**src/rtl/score_pkg.sv**
```systemverilog
// score_pkg
// Shared constants for the score timer slice.
//   ST_IDLE / ST_RUN / ST_OVER : encoding of the game state output
//   MAX_TIME_DEFAULT           : seconds saturation value (99:59)
package score_pkg;

  localparam logic [1:0] ST_IDLE = 2'd0;
  localparam logic [1:0] ST_RUN  = 2'd1;
  localparam logic [1:0] ST_OVER = 2'd2;

  localparam int unsigned MAX_TIME_DEFAULT = 5999;

endpackage

```
**src/rtl/tick_divider.sv**
```systemverilog
// tick_divider
// Free-running modulo-DIV counter that pulses tick_o for one cycle on its
// terminal count (DIV-1).
//   clk   : system clock
//   rst   : synchronous active-high reset
//   clr_i : synchronous clear back to count 0
//   en_i  : count enable; the tick is only produced while enabled
//   tick_o: one-cycle pulse on the terminal count
module tick_divider #(
  parameter int unsigned DIV = 2
) (
  input  logic clk,
  input  logic rst,
  input  logic clr_i,
  input  logic en_i,
  output logic tick_o
);

  localparam int W = (DIV > 1) ? $clog2(DIV) : 1;
  localparam logic [W-1:0] LAST = W'(DIV - 1);

  logic [W-1:0] cnt_q;
  logic [W-1:0] cnt_d;
  logic         atLast;

  // The terminal count doubles as the wrap condition, so a DIV=1 divider
  // simply ticks on every enabled cycle.
  always_comb begin
    atLast = (cnt_q == LAST);
    tick_o = en_i && atLast;
    cnt_d  = cnt_q;
    if (clr_i) begin
      cnt_d = '0;
    end else if (en_i) begin
      cnt_d = atLast ? '0 : cnt_q + 1'b1;
    end
  end

  // Counter register; reset and clear both return it to zero.
  always_ff @(posedge clk) begin
    if (rst) begin
      cnt_q <= '0;
    end else begin
      cnt_q <= cnt_d;
    end
  end

endmodule

```
**src/rtl/score_timer_ctrl.sv**
```systemverilog
// score_timer_ctrl
// Game-level controller for the MM:SS display path: sequences IDLE/RUN/OVER,
// counts seconds alive, keeps the best time, drives the display value,
// game-over blink blanking and the digit-refresh clock.
//   clk, rst   : system clock, synchronous active-high reset
//   start      : one-cycle pulse, begin a new game
//   alive      : level, player alive
//   show_best  : level, display best time (ignored in RUN)
//   disp_value : registered seconds value for the display
//   best       : best time so far in seconds
//   blank      : registered display blanking (2 Hz blink in OVER)
//   segclk     : registered square wave at SEG_HZ
//   state      : 0 IDLE, 1 RUN, 2 OVER
module score_timer_ctrl
  import score_pkg::*;
#(
  parameter int unsigned CLK_HZ   = 100_000_000,
  parameter int unsigned SEG_HZ   = 1000,
  parameter int unsigned MAX_TIME = MAX_TIME_DEFAULT
) (
  input  logic        clk,
  input  logic        rst,
  input  logic        start,
  input  logic        alive,
  input  logic        show_best,
  output logic [15:0] disp_value,
  output logic [15:0] best,
  output logic        blank,
  output logic        segclk,
  output logic [1:0]  state
);

  localparam int unsigned SEC_DIV   = (CLK_HZ > 0) ? CLK_HZ : 1;
  localparam int unsigned BLINK_DIV = (CLK_HZ / 4 > 0) ? CLK_HZ / 4 : 1;
  localparam int unsigned HALF_DIV  = (CLK_HZ / (2 * SEG_HZ) > 0) ? CLK_HZ / (2 * SEG_HZ) : 1;
  localparam logic [15:0] MAX16     = 16'(MAX_TIME);

  logic [1:0]  state_q, state_d;
  logic [15:0] timeAlive_q, timeAlive_d;
  logic [15:0] best_q, best_d;
  logic [15:0] dispValue_q, dispValue_d;
  logic        blank_q, blank_d;
  logic        segClk_q, segClk_d;

  logic secTick, blinkTick, segTick;
  logic inRun, inOver;

  assign inRun  = (state_q == ST_RUN);
  assign inOver = (state_q == ST_OVER);

  // The seconds prescaler is held clear outside RUN so every game starts a
  // full second away from its first increment.
  tick_divider #(.DIV(SEC_DIV)) uSecDiv (
    .clk    (clk),
    .rst    (rst),
    .clr_i  (!inRun),
    .en_i   (inRun),
    .tick_o (secTick)
  );

  // The blink prescaler is held clear outside OVER, giving a full-length
  // first unblanked half-period after each game ends.
  tick_divider #(.DIV(BLINK_DIV)) uBlinkDiv (
    .clk    (clk),
    .rst    (rst),
    .clr_i  (!inOver),
    .en_i   (inOver),
    .tick_o (blinkTick)
  );

  // Half-period divider for the refresh clock; runs regardless of state.
  tick_divider #(.DIV(HALF_DIV)) uSegDiv (
    .clk    (clk),
    .rst    (rst),
    .clr_i  (1'b0),
    .en_i   (1'b1),
    .tick_o (segTick)
  );

  // Game state machine, seconds count and best-time update. Losing a life
  // takes priority over a coincident seconds tick so the frozen time is the
  // one the player actually reached.
  always_comb begin
    state_d     = state_q;
    timeAlive_d = timeAlive_q;
    best_d      = best_q;
    blank_d     = blank_q;
    case (state_q)
      ST_IDLE: begin
        timeAlive_d = '0;
        blank_d     = 1'b0;
        if (start) begin
          state_d = ST_RUN;
        end
      end
      ST_RUN: begin
        blank_d = 1'b0;
        if (!alive) begin
          state_d = ST_OVER;
          best_d  = (timeAlive_q > best_q) ? timeAlive_q : best_q;
        end else if (secTick && (timeAlive_q < MAX16)) begin
          timeAlive_d = timeAlive_q + 16'd1;
        end
      end
      ST_OVER: begin
        if (start) begin
          state_d     = ST_RUN;
          timeAlive_d = '0;
          blank_d     = 1'b0;
        end else if (blinkTick) begin
          blank_d = !blank_q;
        end
      end
      default: begin
        state_d     = ST_IDLE;
        timeAlive_d = '0;
        blank_d     = 1'b0;
      end
    endcase
  end

  // Display selection works from the current registered values, so the
  // display lags the state and count by one cycle.
  always_comb begin
    dispValue_d = (!inRun && show_best) ? best_q : timeAlive_q;
    segClk_d    = segTick ? !segClk_q : segClk_q;
  end

  // All controller registers; reset wins over every other event.
  always_ff @(posedge clk) begin
    if (rst) begin
      state_q     <= ST_IDLE;
      timeAlive_q <= '0;
      best_q      <= '0;
      dispValue_q <= '0;
      blank_q     <= 1'b0;
      segClk_q    <= 1'b0;
    end else begin
      state_q     <= state_d;
      timeAlive_q <= timeAlive_d;
      best_q      <= best_d;
      dispValue_q <= dispValue_d;
      blank_q     <= blank_d;
      segClk_q    <= segClk_d;
    end
  end

  assign disp_value = dispValue_q;
  assign best       = best_q;
  assign blank      = blank_q;
  assign segclk     = segClk_q;
  assign state      = state_q;

endmodule

```
**config.mk**
```make
export PLATFORM = sky130hd
export DESIGN_NAME = score_timer_ctrl
export DESIGN_NICKNAME = d
export VERILOG_FILES = /design/src/rtl/score_pkg.sv /design/src/rtl/tick_divider.sv /design/src/rtl/score_timer_ctrl.sv
export SDC_FILE = /design/constraint.sdc
export NUM_CORES = 1
export LEC_CHECK = 0
export CORE_ASPECT_RATIO = 1.5
export CORE_MARGIN = 5
export CORE_UTILIZATION = 45
export DETAILED_ROUTE_END_ITERATION = 12
export GPL_ROUTABILITY_DRIVEN = 1
export GPL_TIMING_DRIVEN = 1
export HOLD_SLACK_MARGIN = 0.05
export PLACE_DENSITY = 0.64
export SYNTH_ARGS = -nofsm -noshare
export SYNTH_HDL_FRONTEND = slang
export SYNTH_HIERARCHICAL = 1
export SYNTH_SLANG_ARGS = --single-unit
export TNS_END_PERCENT = 1
```
**constraint.sdc**
```tcl
create_clock -name clk -period 2.7 [get_ports clk]
set_clock_uncertainty 0.1 [all_clocks]
set_input_delay 0.675 -clock clk [delete_from_list [all_inputs] [get_ports clk]]
set_output_delay 0.675 -clock clk [all_outputs]
set_load 0.01 [all_outputs]
```
==> run_results.csv, run 1 <==
group,metric,value,unit
status,status,"complete, no violations",
power,p_per_area,605.1,nW/um2
routing,routedWlPerCell,14.96,um
setup_path,crit_path_max_fanout,4,
setup_path,max_stage_delay,450,ps
cts,cts_tree,"built",
setup_path,critPathKind,"reg -> reg",
power,internal_power,3.478,mW
global_routing,grt_pass1_wl,23680,um
finish,diodes,0,
worst_hold_path,hold_class,"reg -> reg",
finish,nFillCells,1141,
setup_path,critPathTopFamily,"simple AND/OR/NAND/NOR gates",
synth,syn_area,5812,um2
setup_path,path_buf_inv,0,
timing,whs,384.2,ps
power,switchingPower,914.8,uW
power,p_leak,2.361,nW
synth,ys_types,61,
cts,cts_buffers,17,
cts,post_cts_buffers,0,
routing,dr_total_vias,5196,
setup_path,arrival,2770,ps
timing,finalMaxSlewViolations,0,
synth,synth_top_area_frac,0.4133,
timing,relSlewSlack,0.5936,
synth,synth_flop_cell,"dfxtp_1",
floorplanning,die_h,149.2,um
synth,yosysTopAreaCell,"dfxtp_1",
floorplanning,io_pins,41,
setup_path,cp.depth,8,
timing,rsz0062_at_grt,"no",
global_routing,antenna_found_initial,0,
power,combPwrFrac,0.024,
setup_path,cp.required,2940,ps
floorplanning,die_w,102.8,um
timing,setup_violations,0,
floorplanning,core_area,12830,um2
worst_hold_path,hold_depth,2,
synth,synth_area_leaders,"dfxtp_1 41%, nand2_1 7.2%, xnor2_1 5.0%",
routing,wirelength,13980,um
floorplanning,rows,51,
finish,drive_gt1_frac,0.1198,
routing,initialDrtViolationCount,236,
timing,hold_violations,0,
setup_path,cp_slowest_cell,"or4_4",
cts,hold_buffers,0,
placement,detailed_place_hpwl,10130,um
synth,syn_area_per_cell,8.399,um2
global_routing,grt_pass1_vias,5130,
global_routing,grt_overflow,0,
cts,clk_pin_slew,60,ps
finish,utilization,0.5659,
setup_path,critPathLaunchType,"flip-flop",
routing,drcViolationCount,0,
global_routing,grtUsageTotal,0.1920,
global_routing,grt_max_degree,34,
timing,period_share,0.9378,
setup_path,crit_path_cell_trace,"ha_1 > and4_1 > nand4_1 > nor2_2 > nand3_1 > or4_4 > or4_1 > a31oi_1",
synth,synth_seq_cells,120,
cts,root_buffer,"clkbuf_16",
power,power_switching_share,0.2083,
synth,seq_area_frac_synth,0.4133,
timing,max_freq,0.3949,GHz
synth,synthArstFlopShare,0,
synth,syn_nets,717,
placement,gp_congestion,0.8384,
synth,syn_inst,692,
job,cap_violations,0,
floorplanning,initial_core_util,0.4531,
cts,cts.sinks,120,
synth,ys_top_cells_by_count,"120 x dfxtp_1, 111 x nand2_1, 72 x nor2_1",
synth,yosysMostFrequentCell,"dfxtp_1",
placement,place.port_buffers,40,
power,pwr-share-seq,0.405,
routing,drtAntennaViolNets,0,
finish,syn2layout_area_growth,24.89,%
power,power,4.392,mW
timing,layout_min_cycle_time,2532,ps
synth,synth_edf_count,0,
cts,clock_path_buffers,2,
power,ir_drop,0.4261,mV
cts,insertion_delay,410,ps
cts,clock_tree.htree_level_count,4,
timing,worst_slew_pin_slew,608.2,ps
routing,avgViaCountPerCell,5.557,
floorplanning,dieArea,15330,um2
finish,final_net_count,788,
synth,yosys_warnings,6,
setup_path,end_kind,"flip-flop",
setup_path,reg2reg_depth,8,
routing,dr.pass1.iters,5,
power,clkPwrFrac,0.571,
final timing paths:
check / startpoint / slack (ps) / to
setup / recovery: uSecDiv/cnt_q[0] / 170 / timeAlive_q[10]
hold / removal: uBlinkDiv/cnt_q[24] / 380 / uBlinkDiv/cnt_q[24]
setup reg to reg: uSecDiv/cnt_q[0] / 170 / timeAlive_q[10]
hold reg to reg: uBlinkDiv/cnt_q[24] / 380 / uBlinkDiv/cnt_q[24]
routing by layer:
layer | share of wire | up-vias | global-route usage | wire, um
met1 | 0.40 | 2446 | 0.2086 | 5651
met5 | 0 | - | 0 | 0
li1 | - | 2591 | - | -
met4 | 0.025 | 0 | 0.08360 | 352
met3 | 0.041 | 29 | 0.04539 | 568
met2 | 0.53 | 130 | 0.3467 | 7410
power by group through the flow:
stage                     Combinational [mW]  Sequential (mW)  Clock, mW
after global routing                   0.116             1.78       2.64
final                                  0.106             1.78       2.51
after floorplan                       0.0658             1.82          0
after global placement                 0.104             1.82          0
after CTS                              0.106             1.78       2.56
after detailed placement               0.105             1.82          0
cell families (layout without fill, tap and decap cells):
family | after synthesis | after routing | synth area share
AO/OA/AOI/OAI | 101 | 101 | 0.1098
XOR/XNOR | 47 | 47 | 0.07083
adder cells (fa/ha/maj) | 20 | 20 | 0.04306
buffers and inverters | 56 | 140 | 0.04241
flip-flops | 120 | 120 | 0.4133
multiplexers | 19 | 19 | 0.03272
other | 2 | 2 | 0.001292
AND/OR/NAND/NOR | 327 | 327 | 0.2865
through the flow:
step | cell area, um2 | setup TNS (ps) | cells | setup slack, ps
final | 7258 | 0 | 935 | 167.9
after CTS | 7256 | 0 | 935 | 127.9
after global placement | 6595 | -141.7 | 903 | -141.3
after global routing | 7258 | 0 | 935 | 12.39
after floorplan | 5813 | 0 | 692 | 45.59
after detailed placement | 6595 | -134.0 | 903 | -119.9
worst register-to-register path, delay by kind of cell (launching register included):
kind / cells / cell delay [ps]
fa+ha+maj: 1 / 230
simple gates: 6 / 1590
flops: 1 / 380
compound gates: 1 / 160
placed cells by master (no fill, tap or decap), drive strengths merged, types with 7 or more instances in the layout:
cell type        n
dfxtp          120
nand2          111
nor2            72
a21oi           48
buf             42
clkdlybuf4s50   40
nand4           35
xnor2           33
inv             28
ha              20
mux2i           19
clkbuf          18
nand3           16
nor4            15
or4             15
xor2            14
o21ai           13
nor3            12
o31ai           12
or3             10
and4             8
and3             7
registers in the layout, summed over array words and instances, names as in the netlist:
register and count:
timeAlive_q 16, uSegDiv/cnt_q 16, state 2, uSecDiv/cnt_q 27, segclk 1, best 16, disp_value 16, blank 1
uBlinkDiv/cnt_q 25
what timing repair did:
item / in CTS / in global routing
endpoints found under the hold margin: 0 / 0
resized for setup: 0 / 1
setup endpoints to repair: 0 / 2
final cells by class:
cell class	count	area, um2	area share
clock inverter	14	221.5	0.03051
clock buffer	18	439.2	0.06051
inverter	26	97.59	0.01345
multi-input combinational	516	3171	0.4368
tap	159	198.9	0.02741
timing repair buffer	82	728.2	0.1003
sequential	120	2402	0.3310
(Power assumes the default switching activity.)
==> run 2: changes to the inputs <==
--- a/config.mk
+++ b/config.mk
@@ -6,12 +6,11 @@
 export NUM_CORES = 1
 export LEC_CHECK = 0
 export CORE_ASPECT_RATIO = 1.5
-export CORE_MARGIN = 5
+export CORE_MARGIN = 4
 export CORE_UTILIZATION = 45
 export DETAILED_ROUTE_END_ITERATION = 12
 export GPL_ROUTABILITY_DRIVEN = 1
 export GPL_TIMING_DRIVEN = 1
-export HOLD_SLACK_MARGIN = 0.05
 export PLACE_DENSITY = 0.64
 export SYNTH_ARGS = -nofsm -noshare
 export SYNTH_HDL_FRONTEND = slang
==> run 2 against run 1 <==
Compared with the run above: count of clock-buffer cells in the layout rose by 4; critical path depth is 1 higher; clock power down 11%; cell count shrank 1.3%; hold slack worse by 7.7 ps; critical endpoint is now timeAlive_q[8]; highest routed layer unchanged.
==> run_results.csv, run 2 (synthesis gave the netlist of run 1 again) <==
group,metric,value,unit
finish,drive_gt1_frac,0.1095,
finish,final_area,7156,um2
floorplanning,core_area,12570,um2
global_routing,grt_overflow,0,
timing,relSlewSlack,0.4144,
finish,layout_commonest_cell,"dfxtp_1",
setup_path,worstReg2RegEnd,"timeAlive_q[8]",
worst_hold_path,holdCritStartpoint,"uBlinkDiv/cnt_q[20]",
routing,wirelength,13820,um
status,status,"complete, no violations",
setup_path,path_buf_inv,1,
timing,period_share,0.9367,
job,cap_violations,0,
finish,largestRegisters,"uSecDiv/cnt_q (27), uBlinkDiv/cnt_q (25)",
timing,finalSetupTns,0,ps
power,p_per_area,574.8,nW/um2
setup_path,critPathTopFamily,"simple AND/OR/NAND/NOR gates",
timing,layout_min_cycle_time,2529,ps
global_routing,grtUsageTotal,0.1956,
routing,initialDrtViolationCount,213,
timing,setup_violations,0,
cts,clock_tree.htree_level_count,4,
routing,dr.pass1.iters,5,
routing,routedWlPerCell,14.98,um
placement,gp_congestion,0.8261,
power,p_leak,2.315,nW
worst_hold_path,min_to,"uBlinkDiv/cnt_q[20]",
cts,cts_tree,"built",
setup_path,cp.required,2920,ps
worst_hold_path,hold_class,"reg -> reg",
placement,place.port_buffers,40,
global_routing,antenna_found_initial,0,
cts,clock_path_buffers,2,
timing,whs,376.5,ps
setup_path,reg2reg_slack,170,ps
finish,diodes,0,
finish,final_net_count,781,
routing,drcViolationCount,0,
placement,detailed_place_hpwl,10020,um
floorplanning,die_h,147.2,um
timing,hold_violations,0,
setup_path,reg2reg_depth,9,
floorplanning,dieArea,14830,um2
setup_path,cp_slowest_cell,"or4_4",
finish,largest_reg_flops,27,
setup_path,arrival,2750,ps
placement,dpl-instance-area,6556,um2
timing,fin_ws,170.9,ps
cts,cts.sinks,120,
cts,insertion_delay,410,ps
placement,dp_slack,-127.7,ps
setup_path,critPathKind,"reg -> reg",
floorplanning,initial_core_util,0.4622,
routing,drtAntennaViolNets,0,
power,ir_drop,0.3840,mV
global_routing,grt_max_degree,38,
finish,top_register,"uSecDiv/cnt_q",
finish,final_cell_mix,"120 x dfxtp_1, 111 x nand2_1, 71 x nor2_1, 48 x a21oi_1, 40 x clkdlybuf4s50_1",
routing,dr_total_vias,5176,
setup_path,critPathLaunchType,"flip-flop",
finish,syn2layout_area_growth,23.12,%
global_routing,grt_pass1_wl,23780,um
finish,utilization,0.5691,
global_routing,grt_pass1_vias,5177,
setup_path,reg2reg_from,"uSecDiv/cnt_q[0]",
setup_path,crit_path_max_fanout,4,
timing,finalMaxSlewViolations,0,
routing,avgViaCountPerCell,5.608,
setup_path,max_stage_delay,440,ps
cts,cts_buffers,17,
setup_path,crit_path_cell_trace,"ha_1 > and4_1 > nand4_1 > nor2_2 > nand3_1 > or4_4 > buf_4 > o21ba_2 > a311oi_1",
timing,max_freq,0.3954,GHz
cts,clk_pin_slew,50,ps
floorplanning,die_w,100.8,um
worst_hold_path,hold_depth,2,
cts,root_buffer,"clkbuf_16",
floorplanning,rows,50,
setup_path,end_kind,"flip-flop",
timing,worst_slew_pin_slew,873.2,ps
floorplanning,io_pins,41,
## run 2: cell types whose count changed in the layout (fill, tap and decap cells not counted), sizes merged
cell | before | now
clkinvlp | 3 | 2
clkbuf | 18 | 22
buf | 42 | 35
bufinv | 5 | 2
inv | 28 | 26
## run 2: layout make-up
cell class	count	area [um2]
Clock inverter	8	95.09
Fill cell	1117	5419
Inverter	26	97.59
Clock buffer	22	494.2
Timing Repair Buffer	75	700.7
Multi-Input combinational cell	516	3171
Sequential cell	120	2402
Tap cell	156	195.2
## run 2: how the worst max path moves through the flow
stage                           from              end  slack (ps)  cells past startpoint
CTS                 uSecDiv/cnt_q[0]   timeAlive_q[8]         110                      9
finish              uSecDiv/cnt_q[0]   timeAlive_q[8]         170                      9
floorplan                   state[1]  timeAlive_q[10]          50                     11
global placement               alive  timeAlive_q[10]        -110                      6
detailed placement             alive   timeAlive_q[8]        -130                      7
global route        uSecDiv/cnt_q[0]  timeAlive_q[10]         -10                      8
## run 2: repair_timing
item	4_1_cts	5_1_grt
hold buffers	0	0
setup endpoints to repair	0	3
resized for setup	0	1
buffers inserted	0	1
## run 2: metrics by stage
step | power, mW | std cells
after floorplan | 1.882 | 692
after global placement | 1.921 | 892
after detailed placement | 1.922 | 892
after CTS | 4.149 | 922
after global routing | 4.240 | 923
final | 4.113 | 923
## run 2: report_power, final
group	switching [mW]	leakage (nW)	internal (mW)
Combinational	0.0714	1.06	0.0349
Sequential	0.00285	0.966	1.78
Clock	0.766	0.290	1.46
## run 2: metal layers
layer  vias to the layer above  track usage  part of all wire
li1                       2570            -                 -
met1                      2482       0.2071              0.39
met2                       107       0.3585              0.55
met3                        17      0.04608             0.044
met4                         0      0.08631             0.016
met5                         -            0                 0
## run 2: tightest hold or removal path, cell delays in order (launching register included)
cell and delay [ps]:
dfxtp_1 310, o31ai_1 60, a21oi_1 60
